`src/rtl/fifo_wr_arbiter_pkg.sv`:
```
// Shared types and sizing helpers for the FIFO write-port arbiter.
// Latency: n/a (types and constant functions only).
// Backpressure: n/a.
package fifo_wr_arb_pkg;

  typedef enum logic {
    IDLE  = 1'b0,
    BURST = 1'b1
  } state_e;

  // Counter wide enough to hold 0..maxburst inclusive.
  function automatic int cnt_width(input int maxburst);
    return $clog2(maxburst + 1);
  endfunction

endpackage

```
`src/rtl/fifo_wr_arbiter_if.sv`:
```
// Bundles the requester handshakes and the FIFO write-port signals.
// Latency: n/a (wiring only).
// Backpressure: req_ready and wfull carry the stall information.
// master: arbiter side (consumes requests and wfull, drives ready/winc/wdata/grant/busy).
// slave : producers + FIFO write-pointer side.
interface fifo_wr_arbiter_if #(
  parameter int NREQ  = 4,
  parameter int DSIZE = 8
);
  logic [NREQ-1:0]       req_valid;
  logic [NREQ*DSIZE-1:0] req_data;
  logic [NREQ-1:0]       req_last;
  logic [NREQ-1:0]       req_ready;
  logic                  wfull;
  logic                  winc;
  logic [DSIZE-1:0]      wdata;
  logic [NREQ-1:0]       grant;
  logic                  busy;

  modport master (
    input  req_valid, req_data, req_last, wfull,
    output req_ready, winc, wdata, grant, busy
  );

  modport slave (
    output req_valid, req_data, req_last, wfull,
    input  req_ready, winc, wdata, grant, busy
  );
endinterface

```
`src/rtl/fifo_wr_arbiter_rr_pick.sv`:
```
// Round-robin picker: first set bit of req_i at or after start_i, wrapping.
// Latency: purely combinational.
// Backpressure: none; any_o low when no request is pending.
// Ports: req_i request vector, start_i highest-priority index,
//        gnt_o one-hot winner, idx_o winner index, any_o some request set.
module rr_pick #(
  parameter int NREQ = 4
) (
  input  logic [NREQ-1:0]         req_i,
  input  logic [$clog2(NREQ)-1:0] start_i,
  output logic [NREQ-1:0]         gnt_o,
  output logic [$clog2(NREQ)-1:0] idx_o,
  output logic                    any_o
);
  localparam int IW = $clog2(NREQ);

  // Walk from lowest priority to highest so the last hit (offset 0) wins.
  always_comb begin
    gnt_o = '0;
    idx_o = '0;
    any_o = |req_i;
    for (int k = NREQ - 1; k >= 0; k--) begin
      if (req_i[(int'(start_i) + k) % NREQ]) begin
        gnt_o = '0;
        gnt_o[(int'(start_i) + k) % NREQ] = 1'b1;
        idx_o = IW'((int'(start_i) + k) % NREQ);
      end
    end
  end
endmodule

```
`src/rtl/fifo_wr_arbiter.sv`:
```
// Shares one async-FIFO write port among NREQ producers, round-robin, bursts up to MAXBURST.
// Latency: grant 1 cycle after valid in IDLE; one IDLE cycle between bursts.
// Backpressure: wfull stalls the owner (ready/winc low) without ending the burst.
// Ports: wclk/wrst (sync active-high), bus = fifo_wr_arbiter_if.master.
module fifo_wr_arbiter
  import fifo_wr_arb_pkg::*;
#(
  parameter int NREQ     = 4,
  parameter int DSIZE    = 8,
  parameter int MAXBURST = 4
) (
  input logic               wclk,
  input logic               wrst,
  fifo_wr_arbiter_if.master bus
);
  localparam int IW = $clog2(NREQ);
  localparam int CW = cnt_width(MAXBURST);

  state_e          state_q, state_d;
  logic [NREQ-1:0] grant_q, grant_d;
  logic [IW-1:0]   owner_q, owner_d;
  logic [IW-1:0]   rr_q, rr_d;
  logic [CW-1:0]   cnt_q, cnt_d;

  logic [NREQ-1:0] pick_gnt;
  logic [IW-1:0]   pick_idx;
  logic            pick_any;
  logic            own_vld;
  logic            own_last;
  logic            xfer;

  rr_pick #(.NREQ(NREQ)) u_pick (
    .req_i  (bus.req_valid),
    .start_i(rr_q),
    .gnt_o  (pick_gnt),
    .idx_o  (pick_idx),
    .any_o  (pick_any)
  );

  assign own_vld  = bus.req_valid[owner_q];
  assign own_last = bus.req_last[owner_q];
  // wfull is registered and already accounts for last cycle's write.
  assign xfer     = (state_q == BURST) && own_vld && !bus.wfull;

  always_ff @(posedge wclk) begin
    if (wrst) begin
      state_q <= IDLE;
      grant_q <= '0;
      owner_q <= '0;
      rr_q    <= '0;
      cnt_q   <= '0;
    end else begin
      state_q <= state_d;
      grant_q <= grant_d;
      owner_q <= owner_d;
      rr_q    <= rr_d;
      cnt_q   <= cnt_d;
    end
  end

  always_comb begin
    state_d       = state_q;
    grant_d       = grant_q;
    owner_d       = owner_q;
    rr_d          = rr_q;
    cnt_d         = cnt_q;
    bus.req_ready = '0;
    bus.winc      = 1'b0;
    bus.wdata     = bus.req_data[int'(owner_q)*DSIZE +: DSIZE];
    bus.grant     = grant_q;
    bus.busy      = (state_q == BURST);

    case (state_q)
      IDLE: begin
        if (pick_any) begin
          state_d = BURST;
          grant_d = pick_gnt;
          owner_d = pick_idx;
          cnt_d   = '0;
          rr_d    = (pick_idx == IW'(NREQ - 1)) ? '0 : pick_idx + 1'b1;
        end
      end
      BURST: begin
        // Reset kills the in-flight word: nothing is written or acknowledged.
        bus.req_ready[owner_q] = !bus.wfull && !wrst;
        bus.winc               = xfer && !wrst;
        if (!own_vld) begin
          state_d = IDLE;
          grant_d = '0;
        end else if (xfer) begin
          cnt_d = cnt_q + CW'(1);
          if (own_last || (cnt_q + CW'(1) == CW'(MAXBURST))) begin
            state_d = IDLE;
            grant_d = '0;
          end
        end
      end
      default: begin
        state_d = IDLE;
        grant_d = '0;
      end
    endcase
  end
endmodule
```
`src/flat_wrapper.sv`:
```
// flat-port wrapper written by rule: the top's interface ports become plain ports
module fifo_wr_arbiter_flat import fifo_wr_arb_pkg::*;
#(
  parameter int NREQ     = 4,
  parameter int DSIZE    = 8,
  parameter int MAXBURST = 4
)
  (wclk, wrst, bus_req_valid, bus_req_data, bus_req_last, bus_wfull, bus_req_ready, bus_winc, bus_wdata, bus_grant, bus_busy);
  fifo_wr_arbiter_if #(.NREQ(NREQ), .DSIZE(DSIZE)) bus_i ();
  input logic wclk;
  input logic wrst;
  input wire logic [$bits(bus_i.req_valid)-1:0] bus_req_valid;
  input wire logic [$bits(bus_i.req_data)-1:0] bus_req_data;
  input wire logic [$bits(bus_i.req_last)-1:0] bus_req_last;
  input wire logic [$bits(bus_i.wfull)-1:0] bus_wfull;
  output wire logic [$bits(bus_i.req_ready)-1:0] bus_req_ready;
  output wire logic [$bits(bus_i.winc)-1:0] bus_winc;
  output wire logic [$bits(bus_i.wdata)-1:0] bus_wdata;
  output wire logic [$bits(bus_i.grant)-1:0] bus_grant;
  output wire logic [$bits(bus_i.busy)-1:0] bus_busy;
  assign bus_i.req_valid = bus_req_valid;
  assign bus_i.req_data = bus_req_data;
  assign bus_i.req_last = bus_req_last;
  assign bus_i.wfull = bus_wfull;
  assign bus_req_ready = bus_i.req_ready;
  assign bus_winc = bus_i.winc;
  assign bus_wdata = bus_i.wdata;
  assign bus_grant = bus_i.grant;
  assign bus_busy = bus_i.busy;
  fifo_wr_arbiter #(.NREQ(NREQ), .DSIZE(DSIZE), .MAXBURST(MAXBURST)) u_core (.wclk(wclk), .wrst(wrst), .bus(bus_i));
endmodule
```
`config.mk`:
```
export PLATFORM = sky130hd
export DESIGN_NAME = fifo_wr_arbiter_flat
export DESIGN_NICKNAME = d
export VERILOG_FILES = /design/src/rtl/fifo_wr_arbiter_pkg.sv /design/src/rtl/fifo_wr_arbiter_if.sv /design/src/rtl/fifo_wr_arbiter_rr_pick.sv /design/src/rtl/fifo_wr_arbiter.sv /design/src/flat_wrapper.sv
export SDC_FILE = /design/constraint.sdc
export NUM_CORES = 1
export LEC_CHECK = 0
export CAP_MARGIN = 15
export CORE_ASPECT_RATIO = 1.5
export CORE_UTILIZATION = 42
export CTS_CLUSTER_SIZE = 20
export DETAILED_ROUTE_END_ITERATION = 12
export GPL_TIMING_DRIVEN = 1
export HOLD_SLACK_MARGIN = 0.15
export PLACE_DENSITY_LB_ADDON = 0.05
export SYNTH_ARGS = -nofsm -noshare
export SYNTH_HDL_FRONTEND = slang
export SYNTH_HIERARCHICAL = 1
export SYNTH_SLANG_ARGS = --single-unit
```
`constraint.sdc`:
```
create_clock -name wclk -period 3.74 [get_ports wclk]
set_clock_uncertainty 0.1 [all_clocks]
set_input_delay 0.561 -clock wclk [delete_from_list [all_inputs] [get_ports wclk]]
set_output_delay 0.561 -clock wclk [all_outputs]
set_load 0.02 [all_outputs]
```
==> metrics.md, run 1 <==
| Metric | Value |
|---|---|
| Postcts setup bufs | `0` |
| Final #Nets | `around 270` |
| Worst Setup Start Kind | `input pin` |
| Max incr delay on CP | `0.62 ns` |
| Total track usage | `between 20% and 30%` |
| Worst-margin pin slew | `1.05 ns` |
| Most frequent cell after synthesis | `nor2_1` |
| Reg clk slew, reported paths | `0.05 ns` |
| Status | `completed` |
| Largest net degree at the start of global routing | `20` |
| Power per standard cell area | `roughly 540 nW/µm²` |
| Post-synth cell types | `37` |
| First-pass GRT wire length | `a little under 7000 µm` |
| Worst EP arrival | `between 2 and 3 ns` |
| Hold-fix buffers, CTS | `0` |
| Post-route setup slack | `~0.58 ns` |
| Worst slew margin | `28.8%` |
| Core area | `about 3000 µm²` |
| Top_reg_cell synth | `dfxtp_1` |
| Die area | `3460 µm²` |
| # setup viols final | `0` |
| Post-Syn Area | `around 1400 µm²` |
| Max Fclk | `around 0.32 GHz` |
| Multi-input logic area | `just over 1000 µm²` |
| Setup CP Type | `input pin to output port` |
| DR WL/cell | `between 15 and 20 µm` |
| CP cell instances | `clkdlybuf4s50_1, nor3b_1, nand2_1, nor2_1, clkdlybuf4s50_1` |
| First-pass detailed-route iteration total | `4` |
| Leak | `0.000742 µW` |
| Avg Vias per Cell | `5.88` |
| CTS H-tree depth | `1` |
| TNS Setup | `0 ns` |
| Filler cells | `~230` |
| Post-synthesis sequential area ratio | `approximately 18%` |
| Slowest stage cell on the critical path | `clkdlybuf4s50_1` |
| FFs w/ async S/R, synth | `0%` |
| Post-CTS Resized | `0` |
| CTS tree | `built` |
| Port Buf Inserts | `60` |
| Worst slack, placed | `~0.61 ns` |
| Initial antenna violation count | `0` |
| Initial DRC count | `52` |
| Worst EP required | `between 3 and 4 ns` |
| Num CTS Buffers | `3` |
| Yosys warnings | `6` |
| Antenna violation net count after detailed routing | `0` |
| Unrepaired setup endpoints after global routing | `no` |
| CP max FO | `11` |
| Area contributors post-synth | `mux4_2 20%, dfxtp_1 18%, ha_1 10%, nor2_1 6.4%, mux2i_1 5.2%` |
| VDD IR max | `around 380 µV` |
| FF/Latch Area | `240 µm²` |
| Crit. End Element | `output port` |
| Number of global-route vias before repair | `about 1500` |
| # Max-Cap Violations | `0` |
| Layout cell share with drive strength beyond 1 | `10.5%` |
| Top Ports | `just over 60` |
| Hold Crit Class | `flip-flop to flip-flop` |
| Synthesized flop and latch total | `12` |
| Via Count | `approximately 1500` |
| TritonCTS Sinks | `12` |
| Minimum clock period after layout | `around 3.2 ns` |
| Overflow after GRT | `0` |
| Post-Route WL | `approximately 4200 µm` |
| Crit share post-route | `84.4%` |
| Post-Synthesis Net Count | `207` |
| ANT cells | `0` |
| CP most frequent cell | `clkdlybuf4s50_1` |
| Clock buffer depth | `2` |
| P&R area growth vs syn | `49.3%` |
| Root Driver | `clkbuf_8` |
| Height of the chip | `~72 µm` |
| Max Slew Vio Count | `0` |
| Yosys top cell area share | `roughly a fifth` |
| GP Congestion | `0.810` |
| Final hold vios | `0` |
| Die width | `approximately 48 µm` |
| Post-synth top area cell | `mux4_2` |
| Post-synth EDFFs | `0` |
| R2r setup slk | `roughly 0.82 ns` |
| Drc violations | `0` |
| Clk_lat worst skew | `0.24 ns` |
| Initial Util | `45.6%` |
| Final HPWL DP | `3300 µm` |
| Top cells by count, synth | `23 x nor2_1, 14 x inv_1, 12 x dfxtp_1, 12 x mux4_2, 11 x ha_1` |
| # rows | `24` |
| Mean area per synthesized cell | `between 8 and 9 µm²` |
| Cells after Synth | `153` |
## registers in the layout (all words and copies together), names as in the netlist
signal / count
u_core/owner_q: 2
u_core/rr_q: 2
u_core/bus.busy: 1
u_core/bus.grant: 4
u_core/cnt_q: 3
## power breakdown
group | switching (µW) | leakage, µW | internal (µW)
clock | 45.6 | 0.0000288 | 92.8
sequential | 40.5 | 0.0000984 | 161
combinational | 387 | 0.000614 | 368
## worst max-delay path: cells and delay by family
family | cells | cell delay (ns)
buffers and inverters | 2 | 1.22
and+or+nand+nor | 3 | 0.72
## kinds of logic (layout without fill, tap and decap cells)
logic type / after synthesis / count (layout) / synth area share (%)
AOI/OAI and AO/OA: 34 / 34 / 18.0
muxes: 22 / 22 / 27.6
adders and majority gates: 11 / 11 / 10.2
buffers and inverters: 23 / 80 / 7.66
xor gates and xnor gates: 1 / 1 / 0.646
DFF: 12 / 12 / 17.7
and+or+nand+nor: 50 / 50 / 18.2
## layout by cell type (no fill, tap or decap), drive strengths merged, types with 4 or more instances in the layout
master,count
inv,14
nor2b,5
dfxtp,12
o31ai,4
nor2,23
a21oi,7
nand2,6
a22oi,4
mux4,12
clkdlybuf4s50,60
ha,11
nand3,6
a221oi,4
mux2i,7
clkbuf,4
## metal layers
metal	global-route usage, %	up-vias	wire length (µm)
li1	-	682	-
met1	24.5	697	1490
met2	48.0	72	2260
met3	7.01	12	311
met4	12.7	0	129
met5	0	-	0
## worst paths after layout
kind / startpoint / to / cells after the start
worst max-delay path: wrst / bus_req_ready[1] / 5
worst min-delay path: u_core/bus.grant[0]$_SDFFE_PP0P_ / u_core/bus.grant[0]$_SDFFE_PP0P_ / 2
worst max register to register: u_core/rr_q[1]$_SDFFE_PP0P_ / u_core/rr_q[1]$_SDFFE_PP0P_ / 9
worst min register to register: u_core/bus.grant[0]$_SDFFE_PP0P_ / u_core/bus.grant[0]$_SDFFE_PP0P_ / 2
## cell type report
type,instances,share of cell area (%)
multi-input cells,118,50.0
repair buffers,62,30.4
flip-flops and latches,12,11.9
clock buffers,4,2.72
inverters,14,2.60
well taps,39,2.41
## metrics by stage
step	area, µm²	std cells	hold WS (ns)	power [µW]	utilization [%]
global route	2020	249	0.394	1170	68.1
CTS	2020	249	0.382	1090	68.1
detailed placement	1970	245	0.371	949	66.2
global placement	1970	245	0.368	932	66.2
finish	2020	249	0.387	1100	68.1
floorplan	1360	153	0.418	719	-
(Power assumes the default switching activity.)
==> run 2: changes to the inputs <==
clock period = 3.3 ns   (was 3.74 ns; I/O delays follow)
==> run 2 against run 1 <==
  * Clock-buffer cell count shrank 1
  * Die area did not move
  * Global-route usage grew 0.056 points
  * Combinational power increased by 15%
  * Sequential share of layout area is 0.051 points lower
  * Worst setup slack got worse by 0.29 ns
  * Non-clock buffer count is 3 higher
  * Flip-flop and latch count is the same
  * Sequential power rose by 11%
  * Critical path type unchanged
  * Critical endpoint is now bus_winc
  * Largest cell class unchanged
==> metrics.md, run 2 (synthesis results as in run 1) <==
| Metric | Value |
|---|---|
| Metal-1 WL | `1420 µm (was 1490 µm)` |
| Max reg flops | `4 (unchanged)` |
| DR WL/cell | `16.0 µm (was 16.8 µm)` |
| Number of global-route vias before repair | `1440 (was 1452)` |
| Final #Nets | `268 (was 265)` |
| # Max-Cap Violations | `0 (unchanged)` |
| Minimum clock period after layout | `approximately 3 ns` |
| # rows | `24 (unchanged)` |
| Top Ports | `61 (unchanged)` |
| First-pass GRT wire length | `6720 µm (was 6860 µm)` |
| Setup CP Type | `input pin to output port (unchanged)` |
| Drc violations | `0 (unchanged)` |
| P&R area growth vs syn | `50.0% (was 49.3%)` |
| CP max FO | `9 (was 11)` |
| Hold-fix buffers, CTS | `0 (unchanged)` |
| Largest net degree at the start of global routing | `20 (unchanged)` |
| Worst slew margin | `29.3% (was 28.8%)` |
| Die width | `48.4 µm (unchanged)` |
| Worst slack, placed | `0.303 ns (was 0.606 ns)` |
| Antenna violation net count after detailed routing | `0 (unchanged)` |
| Worst EP arrival | `2.41 ns (was 2.50 ns)` |
| Die area | `3460 µm² (unchanged)` |
| First-pass detailed-route iteration total | `4 (unchanged)` |
| Post-CTS Resized | `0 (unchanged)` |
| Final HPWL DP | `3320 µm (was 3300 µm)` |
| Avg Vias per Cell | `5.71 (was 5.88)` |
| Postcts setup bufs | `0 (unchanged)` |
| Core area | `2970 µm² (unchanged)` |
| # setup viols final | `0 (unchanged)` |
| Clk_lat worst skew | `0.23 ns (was 0.24 ns)` |
| Via Count | `1432 (was 1463)` |
| Total track usage | `25.3% (was 25.2%)` |
| GP Congestion | `0.821 (was 0.810)` |
| Leak | `0.000749 µW (was 0.000742 µW)` |
| Commonest non-fill, non-tap cell in the layout | `clkdlybuf4s50_1 (unchanged)` |
| Filler-free cell count of the finished design | `251 (was 249)` |
| Metal3 WL | `260 µm (was 311 µm)` |
| Most frequent cells in the layout | `60 x clkdlybuf4s50_1, 23 x nor2_1, 14 x inv_1 (unchanged)` |
| Max Fclk | `roughly 0.33 GHz` |
| CTS H-tree depth | `1 (unchanged)` |
| TritonCTS Sinks | `12 (unchanged)` |
| Port Buf Inserts | `60 (unchanged)` |
| Layout cell share with drive strength beyond 1 | `11.3% (was 10.5%)` |
| Root Driver | `clkbuf_8 (unchanged)` |
| Reg clk slew, reported paths | `0.05 ns (about the same)` |
| Total Power | `1220 µW (was 1100 µW)` |
| Max Slew Vio Count | `0 (unchanged)` |
| Post-route setup slack | `0.294 ns (was 0.582 ns)` |
| Clock buffer depth | `2 (unchanged)` |
| Initial antenna violation count | `0 (unchanged)` |
| Unrepaired setup endpoints after global routing | `no (unchanged)` |
| Initial Util | `45.6% (unchanged)` |
| Worst hold slack | `0.384 ns (was 0.387 ns)` |
| Num CTS Buffers | `3 (unchanged)` |
| Overflow after GRT | `0 (unchanged)` |
| DP Cell Count | `248 (was 245)` |
| Status | `completed (unchanged)` |
| Wire length on met2 | `2210 µm (was 2260 µm)` |
| Post-Route WL | `4020 µm (was 4200 µm)` |
| CTS tree | `built (unchanged)` |
| Top sig layer | `met4 (unchanged)` |
| VDD IR max | `395 µV (was 384 µV)` |
| Final hold vios | `0 (unchanged)` |
| Height of the chip | `71.6 µm (unchanged)` |
| Crit share post-route | `about nine tenths` |
| Power per standard cell area | `601 nW/µm² (was 541 nW/µm²)` |
| Hold Crit Class | `flip-flop to flip-flop (unchanged)` |
| Worst Setup Start Kind | `input pin (unchanged)` |
| Crit. End Element | `output port (unchanged)` |
| Worst EP required | `2.70 ns (was 3.08 ns)` |
| ANT cells | `0 (unchanged)` |
| Worst-margin pin slew | `1.05 ns (about the same)` |
| Initial DRC count | `39 (was 52)` |
| TNS Setup | `0 ns (unchanged)` |
run 2: cell types whose count changed in the layout (fill, tap and decap cells not counted):
cell,delta
buf_4,+3
clkbuf_8,-1
run 2: stage by stage:
stage | util, % | instance area, µm²
after floorplan | - | 1360
after global placement | 67.0 | 1990
after detailed placement | 67.0 | 1990
after CTS | 68.4 | 2030
after global routing | 68.4 | 2030
final | 68.4 | 2030
run 2: layer usage:
| metal | global-route usage [%] | up-vias |
|---|---|---|
| met5 | 0 | - |
| met4 | 12.7 | 0 |
| met3 | 5.73 | 13 |
| met2 | 51.0 | 60 |
| met1 | 22.9 | 671 |
| li1 | - | 688 |
run 2: power by group:
part	switching [µW]	leakage (µW)	internal, µW
sequential	41.7	0.0000984	183
combinational	441	0.000629	427
clock	48.4	0.0000216	80.0
run 2: worst paths after layout:
| kind | from | endpoint | slack, ns | cells after the start |
|---|---|---|---|---|
| max reg2reg | u_core/rr_q[1]$_SDFFE_PP0P_ | u_core/rr_q[1]$_SDFFE_PP0P_ | 0.65 | 9 |
| max | bus_req_valid[3] | bus_winc | 0.29 | 4 |
| min | u_core/bus.grant[0]$_SDFFE_PP0P_ | u_core/bus.grant[0]$_SDFFE_PP0P_ | 0.38 | 2 |
| min reg2reg | u_core/bus.grant[0]$_SDFFE_PP0P_ | u_core/bus.grant[0]$_SDFFE_PP0P_ | 0.38 | 2 |
run 2: worst max-delay path: stages:
cell             delay [ns]
clkdlybuf4s50_1        0.55
mux4_2                 0.63
and2_1                 0.20
clkdlybuf4s50_1        0.54
run 2: cell type report:
type                       count  area (µm²)
multi-input combinational    118        1010
sequential                    12         240
timing repair buffer          65         638
clock buffer                   3        41.3
inverter                      14        52.6
tap                           39        48.8
fill                         225         941
==> run 3: changes to the inputs <==
SYNTH_HIERARCHICAL = default   (was 1)
==> run 3 against run 2 <==
  * Die area decreased by 1.2%
  * Highest routed layer unchanged
  * Synthesized cell count decreased by 6.5%
  * Via count decreased by 6.8%
  * Critical path type unchanged
  * Sequential power rose by 12%
  * Fmax is 3.5% higher
  * Largest cell class unchanged
  * Non-clock buffer count is 1 higher
  * Total power grew 6.0%
  * Hold slack lost 0.025 ns
  * Clock power about the same
  * Sequential share of layout area increased by 0.47 points
  * Register-to-register slack better by 0.21 ns
==> metrics.md, run 3 <==
| Metric | Value |
|---|---|
| Status | `completed (unchanged)` |
| Reg clk slew, reported paths | `0.05 ns (about the same)` |
| Largest net degree at the start of global routing | `19 (was 20)` |
| Die area | `3420 µm² (was 3460 µm²)` |
| CP cell instances | `clkdlybuf4s50_1, mux4_2, and2_1, clkdlybuf4s50_1 (unchanged)` |
| Crit share post-route | `88.0% (was 91.1%)` |
| Post-synth EDFFs | `0 (unchanged)` |
| VDD IR max | `514 µV (was 395 µV)` |
| Synthesized flop and latch total | `12 (unchanged)` |
| Power per standard cell area | `662 nW/µm² (was 601 nW/µm²)` |
| Initial DRC count | `35 (was 39)` |
| Via Count | `1334 (was 1432)` |
| GP Congestion | `0.813 (was 0.821)` |
| Clock buffer depth | `2 (unchanged)` |
| Post-synthesis sequential area ratio | `17.9% (was 17.7%)` |
| CP max FO | `10 (was 9)` |
| Final hold vios | `0 (unchanged)` |
| CTS tree | `built (unchanged)` |
| Leak | `0.000756 µW (was 0.000749 µW)` |
| Final #Nets | `254 (was 268)` |
| Max Fclk | `0.344 GHz (was 0.333 GHz)` |
| Post-Syn Area | `1340 µm² (was 1360 µm²)` |
| Post-Route WL | `3700 µm (was 4020 µm)` |
| Delay-heaviest family, CP | `buffers and inverters (unchanged)` |
| Final HPWL DP | `2970 µm (was 3320 µm)` |
| TritonCTS Sinks | `12 (unchanged)` |
| ANT cells | `0 (unchanged)` |
| Slowest stage cell on the critical path | `clkdlybuf4s50_1 (was mux4_2)` |
| Post-CTS Resized | `0 (unchanged)` |
| Post-synth top area cell | `mux4_2 (unchanged)` |
| Commonest non-fill, non-tap cell in the layout | `clkdlybuf4s50_1 (unchanged)` |
| Height of the chip | `71.1 µm (was 71.6 µm)` |
| Worst hold slack | `0.359 ns (was 0.384 ns)` |
| Yosys warnings | `0 (was 6)` |
| Hold-fix buffers, CTS | `0 (unchanged)` |
| Initial antenna violation count | `0 (unchanged)` |
| Cells after Synth | `143 (was 153)` |
| # rows | `24 (unchanged)` |
| Layout cell share with drive strength beyond 1 | `13.6% (was 11.3%)` |
| Buf/Inv on CP | `2 (unchanged)` |
| CTS H-tree depth | `1 (unchanged)` |
| DR WL/cell | `15.5 µm (was 16.0 µm)` |
| # Max-Cap Violations | `0 (unchanged)` |
| Minimum clock period after layout | `2.90 ns (was 3.01 ns)` |
| Setup CP Type | `input pin to output port (unchanged)` |
| Worst EP required | `2.70 ns (about the same)` |
| Root Driver | `clkbuf_8 (unchanged)` |
| DP Area | `1910 µm² (was 1990 µm²)` |
| Total Power | `1290 µW (was 1220 µW)` |
| Worst slew margin | `55.6% (was 29.3%)` |
| Max reg flops | `4 (unchanged)` |
| Total track usage | `22.1% (was 25.3%)` |
| DP Cell Count | `235 (was 248)` |
| First-pass GRT wire length | `5650 µm (was 6720 µm)` |
| Post-Synthesis Net Count | `196 (was 207)` |
| R2r setup slk | `0.86 ns (was 0.65 ns)` |
| TNS Setup | `0 ns (unchanged)` |
| Hold Crit Class | `flip-flop to flip-flop (unchanged)` |
| Most frequent cells in the layout | `60 x clkdlybuf4s50_1, 16 x a21oi_1, 14 x nand2_1, 14 x nor2_1, 12 x dfxtp_1 (was 60 x clkdlybuf4s50_1, 23 x nor2_1, 14 x inv_1)` |
| Area contributors post-synth | `mux4_2 19%, dfxtp_1 18%, ha_1 9.3%, a21oi_1 6.0%, mux2i_1 6.0% (was mux4_2 20%, dfxtp_1 18%, ha_1 10%, nor2_1 6.4%, mux2i_1 5.2%)` |
| Clk_lat worst skew | `0.24 ns (was 0.23 ns)` |
| Die width | `48.1 µm (was 48.4 µm)` |
| P&R area growth vs syn | `46.0% (was 50.0%)` |
| Yosys top cell area share | `18.5% (was 19.9%)` |
| Port Buf Inserts | `60 (unchanged)` |
| Antenna violation net count after detailed routing | `0 (unchanged)` |
| Max incr delay on CP | `0.58 ns (was 0.63 ns)` |
| Mean area per synthesized cell | `9.36 µm² (was 8.86 µm²)` |
| Initial Util | `45.0% (was 45.6%)` |
| CP most frequent cell | `clkdlybuf4s50_1 (unchanged)` |
| First-pass detailed-route iteration total | `6 (was 4)` |
| Most frequent cell after synthesis | `a21oi_1 (was nor2_1)` |
| Postcts setup bufs | `0 (unchanged)` |
| Top Ports | `61 (unchanged)` |
| FFs w/ async S/R, synth | `0% (unchanged)` |
| Drc violations | `0 (unchanged)` |
| Max Slew Vio Count | `0 (unchanged)` |
| Core area | `2970 µm² (unchanged)` |
| Post-synth cell types | `37 (unchanged)` |
| Num CTS Buffers | `3 (unchanged)` |
| Unrepaired setup endpoints after global routing | `no (unchanged)` |
| Overflow after GRT | `0 (unchanged)` |
| Top cells by count, synth | `16 x a21oi_1, 14 x nand2_1, 14 x nor2_1 (was 23 x nor2_1, 14 x inv_1, 12 x dfxtp_1, 12 x mux4_2, 11 x ha_1)` |
| # setup viols final | `0 (unchanged)` |
| Crit. End Element | `output port (unchanged)` |
| Filler-free cell count of the finished design | `238 (was 251)` |
| Worst-margin pin slew | `0.666 ns (was 1.05 ns)` |
| Cell area after layout | `1950 µm² (was 2030 µm²)` |
| Number of global-route vias before repair | `1326 (was 1440)` |
| Top_reg_cell synth | `dfxtp_1 (unchanged)` |
| Avg Vias per Cell | `5.61 (was 5.71)` |
| Worst Setup Start Kind | `input pin (unchanged)` |
| Worst EP arrival | `2.31 ns (was 2.41 ns)` |
==> run 3: cell count changes after synthesis, sizes merged, moves of 4 or more <==
cell   previous run  this run
a21oi             7        16
a21o              0         5
nand3             6         0
o31ai             4         0
inv              14         3
buf               4         8
nor2             23        14
nand2             6        14
==> run 3: worst paths after layout <==
check                                                      start                                to  cells past startpoint
worst max register to register                         flip-flop       u_core.rr_q[1]$_SDFFE_PP0P_                      8
worst max-delay path                            bus_req_valid[2]                          bus_winc                      4
worst min-delay path            u_core.bus.grant[0]$_SDFFE_PP0P_  u_core.bus.grant[0]$_SDFFE_PP0P_                      1
worst min register to register  u_core.bus.grant[0]$_SDFFE_PP0P_  u_core.bus.grant[0]$_SDFFE_PP0P_                      1
==> run 3: layout make-up <==
type | instances | area, µm²
timing repair buffer | 66 | 646
tap | 39 | 48.8
inverter | 3 | 11.3
fill | 244 | 1020
sequential | 12 | 240
multi-input combinational | 115 | 967
clock buffer | 3 | 41.3
==> run 3: routing by layer <==
metal	GRT usage (%)	wire length [µm]	vias to the layer above
li1	-	-	648
met1	21.6	1380	627
met2	43.1	2050	55
met3	4.59	247	4
met4	4.94	22	0
met5	0	0	-
==> run 3: report_power, final <==
group          internal [µW]  switching (µW)
combinational            447             465
sequential               189            61.8
clock                   80.2            50.4
==> run 3: cell families (layout without fill, tap and decap cells) <==
kind of cell / Yosys count / after routing / share of synthesized area [%]
muxes: 22 / 22 / 27.0
xor gates and xnor gates: 1 / 1 / 0.654
buffers and inverters: 16 / 72 / 9.81
DFF: 12 / 12 / 17.9
adders and majority gates: 10 / 10 / 9.35
AOI/OAI and AO/OA: 40 / 40 / 19.9
and+or+nand+nor: 42 / 42 / 15.3
==> run 3: metrics by stage <==
| stage | util (%) | setup WS [ns] |
|---|---|---|
| 2_1_floorplan | - | 1.01 |
| 3_3_place_gp | 64.4 | 0.414 |
| 3_5_place_dp | 64.4 | 0.390 |
| 4_1_cts | 65.7 | 0.387 |
| 5_1_grt | 65.7 | 0.325 |
| 6_report | 65.7 | 0.395 |
